==> src/rtl/regfile_write_arbiter_if.sv <==
// Register-file write arbiter bus: pipeline writeback port, multicycle-unit
// port and the registered register-file write port.
interface regfile_write_arbiter_if;
  logic        WbWrite_i;
  logic [4:0]  WbReg_i;
  logic [31:0] WbData_i;
  logic        WbStall_o;

  logic        McValid_i;
  logic [4:0]  McReg_i;
  logic [31:0] McData_i;
  logic        McReady_o;

  logic        RegWrite_o;
  logic [4:0]  WriteRegister_o;
  logic [31:0] WriteData_o;
  logic        Busy_o;

  // Arbiter side
  modport slave (
    input  WbWrite_i, WbReg_i, WbData_i, McValid_i, McReg_i, McData_i,
    output WbStall_o, McReady_o, RegWrite_o, WriteRegister_o, WriteData_o, Busy_o
  );

  // Requester / environment side
  modport master (
    output WbWrite_i, WbReg_i, WbData_i, McValid_i, McReg_i, McData_i,
    input  WbStall_o, McReady_o, RegWrite_o, WriteRegister_o, WriteData_o, Busy_o
  );
endinterface

==> src/rtl/regfile_write_arbiter.sv <==
// Arbitrates the single register-file write port between the pipeline
// writeback stage and a multicycle unit. After reset it can zero-fill all 32
// registers, then grants Wb by priority with a starvation escape for Mc.
module regfile_write_arbiter #(
  parameter bit          CLEAR_ON_RESET = 1'b1,
  parameter int unsigned STARVE_LIMIT   = 4      // legal 1..15
) (
  input  logic                   clk_i,
  input  logic                   rst_i,
  regfile_write_arbiter_if.slave bus
);

  typedef enum logic {CLEAR, RUN} state_t;

  localparam logic [3:0] LIMIT = STARVE_LIMIT[3:0];

  state_t      state_q, state_d;
  logic [4:0]  clr_idx_q;
  logic [3:0]  starve_q;
  logic        starve;
  logic        wb_valid;
  logic        wb_grant;
  logic        mc_xfer;
  logic        wb_stall;
  logic        mc_ready;
  logic        busy;

  logic        reg_write_q;
  logic [4:0]  write_reg_q;
  logic [31:0] write_data_q;

  assign starve   = (starve_q == LIMIT);
  assign wb_valid = bus.WbWrite_i && (bus.WbReg_i != 5'd0);

  // Next state and handshake outputs; McReady is a function of state and Wb
  // only, never of McValid, so the Mc side sees no combinational loop.
  always_comb begin
    // NOTE: every output gets a default before the case so no path leaves it
    // unassigned, which would otherwise infer a latch.
    state_d  = state_q;
    wb_stall = 1'b1;
    mc_ready = 1'b0;
    busy     = 1'b0;
    if (!rst_i) begin
      case (state_q)
        CLEAR: begin
          busy = 1'b1;
          if (clr_idx_q == 5'd31) state_d = RUN;
        end
        RUN: begin
          if (starve) begin
            wb_stall = 1'b1;
            mc_ready = 1'b1;
          end else if (wb_valid) begin
            wb_stall = 1'b0;
            mc_ready = 1'b0;
          end else begin
            wb_stall = 1'b0;
            mc_ready = 1'b1;
          end
        end
        default: state_d = state_q;
      endcase
    end
  end

  assign wb_grant = !rst_i && (state_q == RUN) && !starve && wb_valid;
  assign mc_xfer  = bus.McValid_i && mc_ready;

  // FSM state and zero-fill index.
  always_ff @(posedge clk_i) begin
    // NOTE: sequential state uses non-blocking assignments so every register
    // samples pre-edge values regardless of statement order.
    if (rst_i) begin
      state_q   <= CLEAR_ON_RESET ? CLEAR : RUN;
      clr_idx_q <= 5'd0;
    end else begin
      state_q <= state_d;
      if (state_q == CLEAR) clr_idx_q <= clr_idx_q + 5'd1;
    end
  end

  // Starve counter: counts refused Mc cycles, saturating; any transfer or
  // idle Mc cycle restarts it.
  always_ff @(posedge clk_i) begin
    if (rst_i) begin
      starve_q <= 4'd0;
    end else if (mc_xfer || !bus.McValid_i) begin
      starve_q <= 4'd0;
    end else if (starve_q != 4'hF) begin
      starve_q <= starve_q + 4'd1;
    end
  end

  // Registered write port: zero-fill in CLEAR, otherwise the granted request.
  // Address/data hold when no write issues; r0 transfers write nothing.
  always_ff @(posedge clk_i) begin
    if (rst_i) begin
      reg_write_q  <= 1'b0;
      write_reg_q  <= 5'd0;
      write_data_q <= 32'd0;
    end else if (state_q == CLEAR) begin
      reg_write_q  <= 1'b1;
      write_reg_q  <= clr_idx_q;
      write_data_q <= 32'd0;
    end else if (wb_grant) begin
      reg_write_q  <= 1'b1;
      write_reg_q  <= bus.WbReg_i;
      write_data_q <= bus.WbData_i;
    end else if (mc_xfer && (bus.McReg_i != 5'd0)) begin
      reg_write_q  <= 1'b1;
      write_reg_q  <= bus.McReg_i;
      write_data_q <= bus.McData_i;
    end else begin
      reg_write_q  <= 1'b0;
    end
  end

  assign bus.WbStall_o       = wb_stall;
  assign bus.McReady_o       = mc_ready;
  assign bus.Busy_o          = busy;
  assign bus.RegWrite_o      = reg_write_q;
  assign bus.WriteRegister_o = write_reg_q;
  assign bus.WriteData_o     = write_data_q;

endmodule

==> src/flat_wrapper.sv <==
// flat-port wrapper written by rule: the top's interface ports become plain ports
module regfile_write_arbiter_flat 
#(
  parameter bit          CLEAR_ON_RESET = 1'b1,
  parameter int unsigned STARVE_LIMIT   = 4                    
)
  (clk_i, rst_i, bus_WbWrite_i, bus_WbReg_i, bus_WbData_i, bus_McValid_i, bus_McReg_i, bus_McData_i, bus_WbStall_o, bus_McReady_o, bus_RegWrite_o, bus_WriteRegister_o, bus_WriteData_o, bus_Busy_o);
  regfile_write_arbiter_if bus_i ();
  input  logic clk_i;
  input  logic rst_i;
  input wire logic [$bits(bus_i.WbWrite_i)-1:0] bus_WbWrite_i;
  input wire logic [$bits(bus_i.WbReg_i)-1:0] bus_WbReg_i;
  input wire logic [$bits(bus_i.WbData_i)-1:0] bus_WbData_i;
  input wire logic [$bits(bus_i.McValid_i)-1:0] bus_McValid_i;
  input wire logic [$bits(bus_i.McReg_i)-1:0] bus_McReg_i;
  input wire logic [$bits(bus_i.McData_i)-1:0] bus_McData_i;
  output wire logic [$bits(bus_i.WbStall_o)-1:0] bus_WbStall_o;
  output wire logic [$bits(bus_i.McReady_o)-1:0] bus_McReady_o;
  output wire logic [$bits(bus_i.RegWrite_o)-1:0] bus_RegWrite_o;
  output wire logic [$bits(bus_i.WriteRegister_o)-1:0] bus_WriteRegister_o;
  output wire logic [$bits(bus_i.WriteData_o)-1:0] bus_WriteData_o;
  output wire logic [$bits(bus_i.Busy_o)-1:0] bus_Busy_o;
  assign bus_i.WbWrite_i = bus_WbWrite_i;
  assign bus_i.WbReg_i = bus_WbReg_i;
  assign bus_i.WbData_i = bus_WbData_i;
  assign bus_i.McValid_i = bus_McValid_i;
  assign bus_i.McReg_i = bus_McReg_i;
  assign bus_i.McData_i = bus_McData_i;
  assign bus_WbStall_o = bus_i.WbStall_o;
  assign bus_McReady_o = bus_i.McReady_o;
  assign bus_RegWrite_o = bus_i.RegWrite_o;
  assign bus_WriteRegister_o = bus_i.WriteRegister_o;
  assign bus_WriteData_o = bus_i.WriteData_o;
  assign bus_Busy_o = bus_i.Busy_o;
  regfile_write_arbiter #(.CLEAR_ON_RESET(CLEAR_ON_RESET), .STARVE_LIMIT(STARVE_LIMIT)) u_core (.clk_i(clk_i), .rst_i(rst_i), .bus(bus_i));
endmodule
==> config.mk <==
export PLATFORM = sky130hd
export DESIGN_NAME = regfile_write_arbiter_flat
export DESIGN_NICKNAME = d
export VERILOG_FILES = /design/src/rtl/regfile_write_arbiter_if.sv /design/src/rtl/regfile_write_arbiter.sv /design/src/flat_wrapper.sv
export SDC_FILE = /design/constraint.sdc
export NUM_CORES = 1
export LEC_CHECK = 0
export ABC_AREA = 1
export BUFFER_PORTS_ARGS = -buffer_cell sky130_fd_sc_hd__buf_4
export CORE_MARGIN = 1
export CORE_UTILIZATION = 45
export CTS_CLUSTER_DIAMETER = 80
export DETAILED_ROUTE_END_ITERATION = 12
export HOLD_SLACK_MARGIN = 0.15
export MAX_ROUTING_LAYER = met4
export PLACE_DENSITY = 0.8
export SYNTH_ARGS = -nofsm -noshare
export SYNTH_HDL_FRONTEND = slang
export SYNTH_SLANG_ARGS = --single-unit
==> constraint.sdc <==
create_clock -name clk_i -period 1.9 [get_ports clk_i]
set_input_delay 0.19 -clock clk_i [delete_from_list [all_inputs] [get_ports clk_i]]
set_output_delay 0.19 -clock clk_i [all_outputs]
set_load 0.05 [all_outputs]
== Word-level counts from Yosys, hierarchy flattened ==
Cells that the tools add are included.
Operators by class
  $add $sub $neg: 2
  eq/ne operators: 4
  multiplexer cells: 19
  bitwise logic cells: 1
  reduce and logical (&&, ||, !) cells: 15
Operators by type and width (number)
  32-bit two-way mux: 2
  5-bit two-way mux: 3
  1-bit two-way mux: 14
  5-bit nonzero test: 2
  1-bit logical AND: 6
  5-bit by 1-bit adder with 5-bit output (second input constant): 1
  5-bit == test (second input constant): 1
  4-bit by 1-bit adder with 4-bit output (second input constant): 1
  4-bit by 3-bit == test with 1-bit output (second input constant): 1
  4-bit inequality test (second input constant): 1
  2-bit OR reduction: 2
  1-bit logical NOT: 3
  3-bit inequality test (second input constant): 1
  2-bit nonzero test: 1
  1-bit logical OR: 1
  1-bit inverter: 1
Storage, ports and cells
  register bits: 48
  bits of input ports: 78
  output and inout port bits: 41
  word-level logic and storage cells: 47

== Logic depth before layout (Yosys ltp) ==
Gate-level depths: netlist of run 1.
  depth in word-level cells: 11
  depth in mapped cells: 11
  mapped depth without buffers: 10

== Worst setup path before layout of run 1 ==
No wires, ideal clock.
  kind: reg2reg
  start point: register u_core.starve_q[0]
  end point: register u_core.write_reg_q[1], in the netlist u_core.bus.WriteRegister_o[1]
  setup time: 117 ps
  arrival time: 1511 ps
  data required time: 1783 ps
  slack: 272 ps
  cell stages (with the launch flop): 10
  buffers on the path: 0
  period minus slack after synthesis: 1628 ps
  path through: dfxtp_1 inv_1 ha_1 nand3_1 nand2_4 clkinv_2 nand3_4 or2_2 o211ai_1 nand2_1
Between the ends
  word-level cells in the longest chain between the ends: 7
  elaborated cells on any way between the ends: 12
  classes of those cells: 2 x eq/ne; 5 x mux; 5 x reduce/logical
RTL lines
  start: declaration: line regfile_write_arbiter.sv:19  | logic [3:0] starve_q;
  start signal: assignment: line regfile_write_arbiter.sv:91  | starve_q <= starve_q + 4'd1;
  4-bit by 3-bit == test with 1-bit output (*): line regfile_write_arbiter.sv:32  | assign starve = (starve_q == LIMIT);
  1-bit two-way mux: line regfile_write_arbiter.sv:51  | if (starve) begin
  1-bit two-way mux: line regfile_write_arbiter.sv:45  | case (state_q)
  1-bit two-way mux: line regfile_write_arbiter.sv:44  | if (!rst_i) begin
  1-bit logical AND: line regfile_write_arbiter.sv:68  | assign mc_xfer = bus.McValid_i && mc_ready;
  1-bit logical AND: line regfile_write_arbiter.sv:110  | end else if (mc_xfer && (bus.McReg_i != 5'd0)) begin
  3-bit inequality test (no source line)
  end signal: assignment: line regfile_write_arbiter.sv:104  | write_reg_q <= clr_idx_q;
  end signal: assignment: line regfile_write_arbiter.sv:108  | write_reg_q <= bus.WbReg_i;
  end signal: assignment: line regfile_write_arbiter.sv:112  | write_reg_q <= bus.McReg_i;
  end: declaration: line regfile_write_arbiter.sv:29  | logic [4:0] write_reg_q;
Mark *: on every way between the ends. The rest lies on a longest branch, timed or not.
A chain may end at the register's enable or synchronous reset.

== Worst setup path in the final report of run 1 ==
  start point: input port rst_i
  end point: output port bus_McReady_o
Between the ends
  word-level cells in the longest chain between the ends: 1
RTL lines
  start: declaration: line flat_wrapper.sv:10  | input logic rst_i;
  1-bit two-way mux: line regfile_write_arbiter.sv:44
  end: declaration: line flat_wrapper.sv:18  | output wire logic [$bits(bus_i.McReady_o)-1:0] bus_McReady_o;
No other way between the ends.

==> results of run 1 <==
==> cell families (layout without fill, tap and decap cells) <==
| family | count (synthesis) | after routing |
|---|---|---|
| simple gates | 109 | 109 |
| compound gates | 101 | 101 |
| buf+inv | 54 | 179 |
| flops | 48 | 48 |
| fa+ha+maj | 4 | 4 |
| xor+xnor | 2 | 2 |
==> layout by cell type (no fill, tap or decap), types with 3 or more instances in the layout <==
master	n
o21ai_1	23
clkbuf_8	6
buf_4	125
a21oi_1	41
nand4_1	8
dfxtp_1	47
dlygate4sd3_1	7
nand2_1	47
o21ai_0	34
ha_1	4
nand2_4	3
nand3_1	20
nor2_1	20
nor3_1	4
inv_1	33
==> layout make-up <==
cell class,count,area (um^2),area share
flip-flops and latches,48,962.2,0.2786
multi-input cells,216,1119,0.3239
clock buffers,6,82.58,0.02391
well taps,67,83.83,0.02428
clock inverters,2,15.01,0.004348
inverters,37,142.6,0.04130
repair buffers,134,1049,0.3036
==> final timing paths <==
path | from | to | depth (start not counted)
setup / recovery | rst_i | bus_McReady_o | 7
hold / removal | bus_WbData_i[27] | u_core.bus.WriteData_o[27]$_SDFFE_PP0P_ | 3
setup reg to reg | u_core.starve_q[0]$_SDFFE_PP0P_ | u_core.bus.WriteData_o[4]$_SDFFE_PP0P_ | 10
hold reg to reg | u_core.bus.WriteData_o[16]$_SDFFE_PP0P_ | u_core.bus.WriteData_o[16]$_SDFFE_PP0P_ | 2
==> layer usage <==
metal / part of all wire / vias up / wire length (um)
li1: - / 1309 / -
met1: 0.41 / 1159 / 2606
met2: 0.49 / 114 / 3116
met3: 0.078 / 9 / 492
met4: 0.015 / 0 / 97
met5: 0 / - / 0
==> flip-flops by register name, indices dropped and copies added (netlist names) <==
register and cells:
u_core.bus.RegWrite_o 1, u_core.bus.WriteData_o 32, u_core.bus.WriteRegister_o 5, u_core.clr_idx_q 5, u_core.starve_q 4, u_core.state_q 1
==> stage by stage <==
stage / instances / power [mW]
5_1_grt: 510 / 1.959
3_3_place_gp: 495 / 1.257
6_report: 510 / 1.883
2_1_floorplan: 318 / 1.110
3_5_place_dp: 495 / 1.260
4_1_cts: 510 / 1.908
==> what timing repair did <==
item                                    4_1_cts  5_1_grt
endpoints found under the setup margin        0        1
resized for setup                             0        1
hold endpoints to repair                     10        0
setup buffers                                 0        0
hold buffers                                  7        0
==> worst min-delay path, delay by kind of cell <==
| family | cells | cell delay (ns) |
|---|---|---|
| compound gates | 1 | 0.12 |
| buf+inv | 1 | 0.08 |
| simple gates | 1 | 0.03 |
==> power groups by stage <==
stage                     clock, mW  combinational, mW  sequential [mW]
after global routing          0.689              0.242             1.03
after CTS                     0.659              0.223             1.03
after global placement            0              0.208             1.05
final                         0.634              0.223             1.03
after floorplan                   0             0.0470             1.06
after detailed placement          0              0.211             1.05
==> reports/results.txt, run 1 <==
The tools report the count of yosys warnings during synthesis as 0. The logs give 2341 um^2 for the combined area of all synthesized cells and 1.447 mW for the internal power of the cells. STA puts the critical path data arrival time at 1.60 ns.

The worst path meets setup with 0.1098 ns of slack. For the number of filler instances in the final layout, the log shows 413. The number of antenna diodes in the final layout is 0.

Clock tree synthesis found a total of 48 sinks. The xor/xnor share of the synthesized area is 0.007483. For this design, the slowest cell found on the critical path is dlygate4sd3_1. The tools report the required time at the endpoint of the critical path as 1.71 ns. After floorplanning, the core was sized to cover 4848 um^2.

On the worst path, the slowest cell contributes a delay of 0.53 ns. After routing, the total negative slack on setup checks comes to 0 ns. The cell sitting at the root of the clock tree is a clkbuf_8. The commonest cells after synthesis are dfxtp_1 (48), nand2_1 (47), a21oi_1 (41). Sum of buffers and inverters on the critical path: 5. The initial antenna violation count was 0. Final cycle utilization of the critical path: 0.9422.

The number of enable flip-flop cells after synthesis came out at 0. By area, the combinational part of the netlist is dominated by simple AND/OR/NAND/NOR gates. By area the synthesized netlist is led by dfxtp_1 (41%), a21oi_1 (8.8%), nand2_1 (7.5%).

Full die area: 5495 um^2. The critical path is of the in -> out type. The initialized floorplan defines 25 standard-cell rows. The sequential fraction of the synthesis area was 0.4105.

Final count of hold timing violations: 0. The setup check on the worst reg-to-reg path leaves a slack of 0.23 ns. Count of pins over their slew limit: 0. Summing all placed instances gives a cell area of 3284 um^2. Type of the most critical hold path: in -> reg.

The first global-routing pass estimated 9894 um of wire. The startpoint type of the worst setup path is a primary input. The type of element capturing the critical path is an output pin. Power spread over the standard cell area amounts to 545.4 nW/um^2. The post-synthesis compound-gate area fraction was 0.2202; the via count of the first global-routing pass was 2301. In this run the static leakage power is 1.613 nW. After detailed routing, the number of remaining DRC violations is 0. The clock network fraction of total power came out at 0.337.

TritonCTS built the clock tree. The final route contains 2591 vias. Detailed-route wire length: 6313 um. Each instance of the synthesized netlist takes up on average 7.362 um^2. The fraction of synthesis flops using an asynchronous set or reset pin was 0; the count of buffers inserted at the top-level ports was 118. The met3 track utilization from global routing is 0.04472, and the final net count is 524.

Total nets after synthesis: 400. The logic gate share of total power is 0.119, and the clock-pin transition on the worst setup and hold timing paths is 0.08 ns. Worst clock skew: 0.004010 ns.

The count of distinct cell types in the synthesized netlist was 29; the fraction of power spent switching nets was 0.2316. Clock latency on the worst-skew pair, taken at its later pin, is 0.30 ns. Once detail routing completed, the nets flagged for antenna violations numbered 0. The area growth from synthesis to layout is 47.51%. Synthesis produced a netlist whose cell count is 318. Largest net degree at the start of global routing: 41. In this design, the critical path's most frequently occurring cell is buf_4.

Setup repair after global routing left no endpoint under its margin. The run gives 0.4212 as the met2 demand-to-capacity share in global routing. The layer flagged by global routing as most heavily used is met2. The vertical extent of the die is 74.13 um. The detailed-route vias per instance came out at 5.080. The global placer's final weighted congestion is 0.8773. Family of cells with the greatest summed delay on the critical path: buffers and inverters.

The run gives 119 as the top-level port count. The switching power summed over all nets is 436.2 uW, and the multiplexer area fraction after synthesis is 0. The critical path goes through dlygate4sd3_1 > buf_4 > nor2_4 > buf_4 > nand2_1 > inv_1 > buf_4.

The run finished with clean final reports. The detailed router finished its first iteration with 126 violations. The final core utilization came out at 0.7123.

The cell type with the highest aggregate area in the netlist was dfxtp_1. Among all flip-flop cells after synthesis, the most frequent one is dfxtp_1. The met1 usage in global routing is 0.2707, and the die width is 74.13 um. For the effective utilization at floorplan, the log shows 0.4828.

Sequential group share of total power: 0.545. The overall track demand over capacity in global routing is 0.2396, and the synthesized-area fraction occupied by and/or/nand/nor cells is 0.2288. The dominant cell by count in the synthesized netlist is dfxtp_1.

The transition time of the tightest slew-check pin was 0.2962 ns. The count of endpoints failing setup in the final report is 0. The proportion of netlist area held by the largest area contributor was 0.4105; the number of detailed-route iterations in the first pass was 4.

In this run, synthesis produced a sequential element count of 48. Derived from the worst setup path, the maximum achievable clock frequency is 0.5586 GHz. The logs give 0.5733 mV for the peak supply drop and 0 for the overflow left after global routing. In this run, CTS created clock tree buffers numbering 5.

The tools report the number of violations of the max-capacitance limit as 0. After legalization and detailed placement, the total HPWL measured 4760 um. The fraction of layout cells with a size suffix above 1 was 0.3363. The worst path needs 1.790 ns of the cycle, external delays included. After detailed routing, the average wire length per cell comes to 12.38 um. The worst-case headroom to the max-slew limit is 0.8020, and the adder-cell share of the synthesized area is 0.02138.

The final instance area was 3453 um^2; the worst slack on hold paths was 0.1573 ns. In this run the deepest clock path goes through 2 buffers. Of all nets on the critical path, the largest fanout is 14.

The worst slack at placement was 0.2379 ns; the maximum level of the CTS H-tree was 2.
Note: power is estimated with default switching activity, not from simulation.
==> run 2: changes to the inputs <==
--- a/config.mk
+++ b/config.mk
@@ -6,7 +6,8 @@
 export NUM_CORES = 1
 export LEC_CHECK = 0
 export ABC_AREA = 1
-export BUFFER_PORTS_ARGS = -buffer_cell sky130_fd_sc_hd__buf_4
+export BUFFER_PORTS_ARGS = -buffer_cell sky130_fd_sc_hd__buf_2
+export CAP_MARGIN = 20
 export CORE_MARGIN = 1
 export CORE_UTILIZATION = 45
 export CTS_CLUSTER_DIAMETER = 80
==> run 2 against run 1 <==
  * Design area shrank 9.0%
  * Largest power group unchanged
  * Clock power grew 12%
  * First-iteration DRC count fell by 24%
  * Critical endpoint unchanged
  * Global-route usage decreased by 1.4 points
  * Largest cell class unchanged
==> reports/results.txt, run 2 (same netlist as run 1, synthesis figures left out) <==
The run gives 4 (unchanged) as the number of detailed-route iterations in the first pass. The die width came out at 74.13 um (unchanged). Largest net degree at the start of global routing: 41 (unchanged). CP cell instances: inv_2 > nor2_4 > buf_4 > nand2_1 > inv_1 > clkbuf_4 (was dlygate4sd3_1 > buf_4 > nor2_4 > buf_4 > nand2_1 > inv_1 > buf_4).

The final net count is 521 (was 524). TritonCTS built the clock tree. The count of pins over their slew limit came out at 0 (unchanged). The run gives 119 (unchanged) as the top-level port count.

The count of endpoints failing setup in the final report was 0 (unchanged). The type of element capturing the critical path was an output pin (unchanged). The post-detailed-route wirelength per cell was 11.76 um (was 12.38 um); the worst path setup slack after routing was 0.1585 ns (was 0.1098 ns).

The leakage power total was 1.545 nW (was 1.613 nW). The type of the most critical hold path was in -> reg (unchanged). The worst slack at placement was 0.2479 ns (was 0.2379 ns); the via count of the first global-routing pass was 2201 (was 2301). The tools report the startpoint type of the worst setup path as a flop (was a primary input). The run gives 0.5742 GHz (was 0.5586 GHz) as the highest clock rate.

The setup TNS came out at 0 ns (unchanged). Number of antenna diodes: 0 (unchanged). The clock sink count is 48 (unchanged). The overall track demand over capacity in global routing is 0.2257 (was 0.2396), and the largest fanout on the critical path is 14 (unchanged). The run gives 0.9470 (was 0.8773) as the global placer's final weighted congestion. The fraction of layout cells with a size suffix above 1 is 0.3318 (was 0.3363), and the core outline area is 4848 um^2 (unchanged). Delay contributed by the slowest stage of the critical path: 0.42 ns (was 0.53 ns). The worst reg2reg path endpoint is u_core.bus.WriteRegister_o[0]$_SDFFE_PP0P_ (was u_core.bus.WriteData_o[4]$_SDFFE_PP0P_). The clock-pin transition on the worst setup and hold timing paths was 0.09 ns (was 0.08 ns); the latest clock arrival within the worst-skew pair was 0.30 ns (about the same). The sequential cell area is 960.9 um^2 (was 962.2 um^2), and the count of buffers inserted at the top-level ports is 118 (unchanged). Time the worst path needs with I/O delays and setup: 1.741 ns (was 1.790 ns). The final instance area is 3142 um^2 (was 3453 um^2).

The transition time of the tightest slew-check pin is 0.2966 ns (was 0.2962 ns), and the DRC marker count from the first detailed-route iteration is 96 (was 126). The tools report the number of core rows as 25 (unchanged). For the placed wire-length estimate, the log shows 4368 um (was 4760 um). The run gives 1119 um^2 (unchanged) as the area taken by multi-input logic gates. The worst hold path endpoint is u_core.bus.WriteData_o[22]$_SDFFE_PP0P_ (was u_core.bus.WriteData_o[27]$_SDFFE_PP0P_).

Number of vias after detailed routing: 2542 (was 2591). The number of violations of the max-capacitance limit was 0 (unchanged). The hold path startpoint is bus_WbData_i[22] (was bus_WbData_i[27]). The signed area change from the synthesized netlist to the final layout came out at 34.21% (was 47.51%). The commonest non-fill, non-tap cell in the layout is buf_2 (was buf_4). The cell with the biggest individual delay on the critical path is dfxtp_1 (was dlygate4sd3_1).

The final cycle utilization of the critical path was 0.9166 (was 0.9422). Setup repair after global routing left no endpoint under its margin. The post-layout total power was 1.909 mW (was 1.883 mW); the worst clock skew was 0.007437 ns (was 0.004010 ns). The vertical extent of the die is 74.13 um (unchanged), and the first-pass GRT wire length is 9377 um (was 9894 um). The effective utilization at floorplan was 0.4828 (unchanged); the worst-case headroom to the max-slew limit was 0.8015 (was 0.8020).

The tools report the clock root buffer as clkbuf_8 (unchanged). Total placed instance area: 2982 um^2 (was 3284 um^2). The run gives 5964 um (was 6313 um) as the detailed-route wire length. The tools report the number of instances in the placed design as 494 (was 495).

For the final routed DRC violation total, the log shows 0 (unchanged). The run gives 5495 um^2 (unchanged) as the full die area. The run gives 450 (was 413) as the number of filler instances in the final layout.

Final count of hold timing violations: 0 (unchanged). The run finished with clean final reports. For the number of nets still failing antenna checks after routing, the log shows 0 (unchanged).

The tools report the maximum level of the CTS H-tree as 2 (unchanged). The flip-flop count of the largest register, all copies and words added came out at 32 (unchanged). The arrival time at the worst endpoint came out at 1.55 ns (was 1.60 ns). For the filler-free cell count of the finished design, the log shows 507 (was 510).

The worst flop-to-flop path startpoint was u_core.starve_q[0]$_SDFFE_PP0P_ (unchanged). The post-CTS setup-driven buffer insertion count was 0 (unchanged). For the required time at the endpoint of the critical path, the log shows 1.71 ns (about the same). The tools report the overflow left after global routing as 0 (unchanged). The detailed-route vias per instance is 5.014 (was 5.080), and the initial antenna violation count is 0 (unchanged). The tools report the peak supply drop as 0.3943 mV (was 0.5733 mV).

Commonest cells after routing, fill and taps aside: buf_2 (117), dfxtp_1 (48), nand2_1 (47), a21oi_1 (41), o21ai_0 (34) (was buf_4 (125), nand2_1 (47), dfxtp_1 (47), a21oi_1 (41), o21ai_0 (34)). The logic depth of the worst register-to-register path was 10 (unchanged); the power per unit of standard cell area was 607.8 nW/um^2 (was 545.4 nW/um^2). The logs give 2 (unchanged) for the deepest clock path buffer count and 0.20 ns (was 0.23 ns) for the reg2reg setup slack. The run gives 5 (unchanged) as the number of buffers added by the clock tree synthesis step. The path type of the worst setup path was reg -> out (was in -> out).

The cell depth of the worst hold path came out at 3 (unchanged).
==> run 2: changes by cell type in the layout (fill, tap and decap cells not counted), sizes merged <==
cell / before / now
buf: 127 / 125
clkbuf: 6 / 7
clkinvlp: 2 / 0
clkinv: 1 / 2
bufinv: 0 / 1
dlygate4sd3: 7 / 5
==> run 2: report_power, final <==
| group | internal, mW | switching, mW | leakage, nW |
|---|---|---|---|
| registers | 1.02 | 0.00895 | 0.388 |
| logic | 0.0854 | 0.0858 | 1.10 |
| clock network | 0.391 | 0.322 | 0.0552 |
| total | 1.49 | 0.417 | 1.55 |
==> run 2: cell type report <==
type,instances,area share
Clock inverter,2,0.01115
Multi-Input combinational cell,216,0.3560
Clock buffer,6,0.02310
Inverter,37,0.04540
Timing Repair Buffer,131,0.2318
Sequential cell,48,0.3059
Tap cell,67,0.02668
==> run 2: repair_timing <==
action                                 CTS  global route
hold buffers                             5             0
resized for setup                        0             1
setup endpoints to repair                0             1
endpoints found under the hold margin    5             0
==> run 2: routing by layer <==
layer,vias to the layer above,track usage,share of wire
met5,-,-,0
met4,0,0.08761,0.012
met3,7,0.03388,0.057
li1,1301,-,-
met1,1141,0.2647,0.45
met2,93,0.3869,0.48
==> run 2: critical path: cells and delay by family, from the launching register on <==
kind / cells / cell delay [ns]
AND/OR/NAND/NOR: 2 / 0.23
buffers and inverters: 4 / 0.61
flip-flops: 1 / 0.42
==> run 2: worst max path at each step <==
stage	start	end	slack, ns	cells past startpoint
after floorplan	u_core.starve_q[0]$_SDFFE_PP0P_	u_core.bus.WriteRegister_o[1]$_SDFFE_PP0P_	0.27	9
after global placement	u_core.starve_q[0]$_SDFFE_PP0P_	u_core.bus.WriteRegister_o[0]$_SDFFE_PP0P_	0.33	10
after detailed placement	u_core.starve_q[0]$_SDFFE_PP0P_	u_core.bus.WriteRegister_o[0]$_SDFFE_PP0P_	0.25	10
after CTS	u_core.state_q$_SDFF_PP0_	bus_McReady_o	0.12	6
after global routing	u_core.state_q$_SDFF_PP0_	bus_McReady_o	0.02	6
final	u_core.state_q$_SDFF_PP0_	bus_McReady_o	0.16	6
==> run 2: through the flow <==
stage | utilization | hold WS, ns
after CTS | 0.6475 | 0.1514
after detailed placement | 0.6150 | 0.4485
final | 0.6480 | 0.1570
after global placement | 0.6150 | 0.4470
after global routing | 0.6480 | 0.1654
after floorplan | - | 0.2591
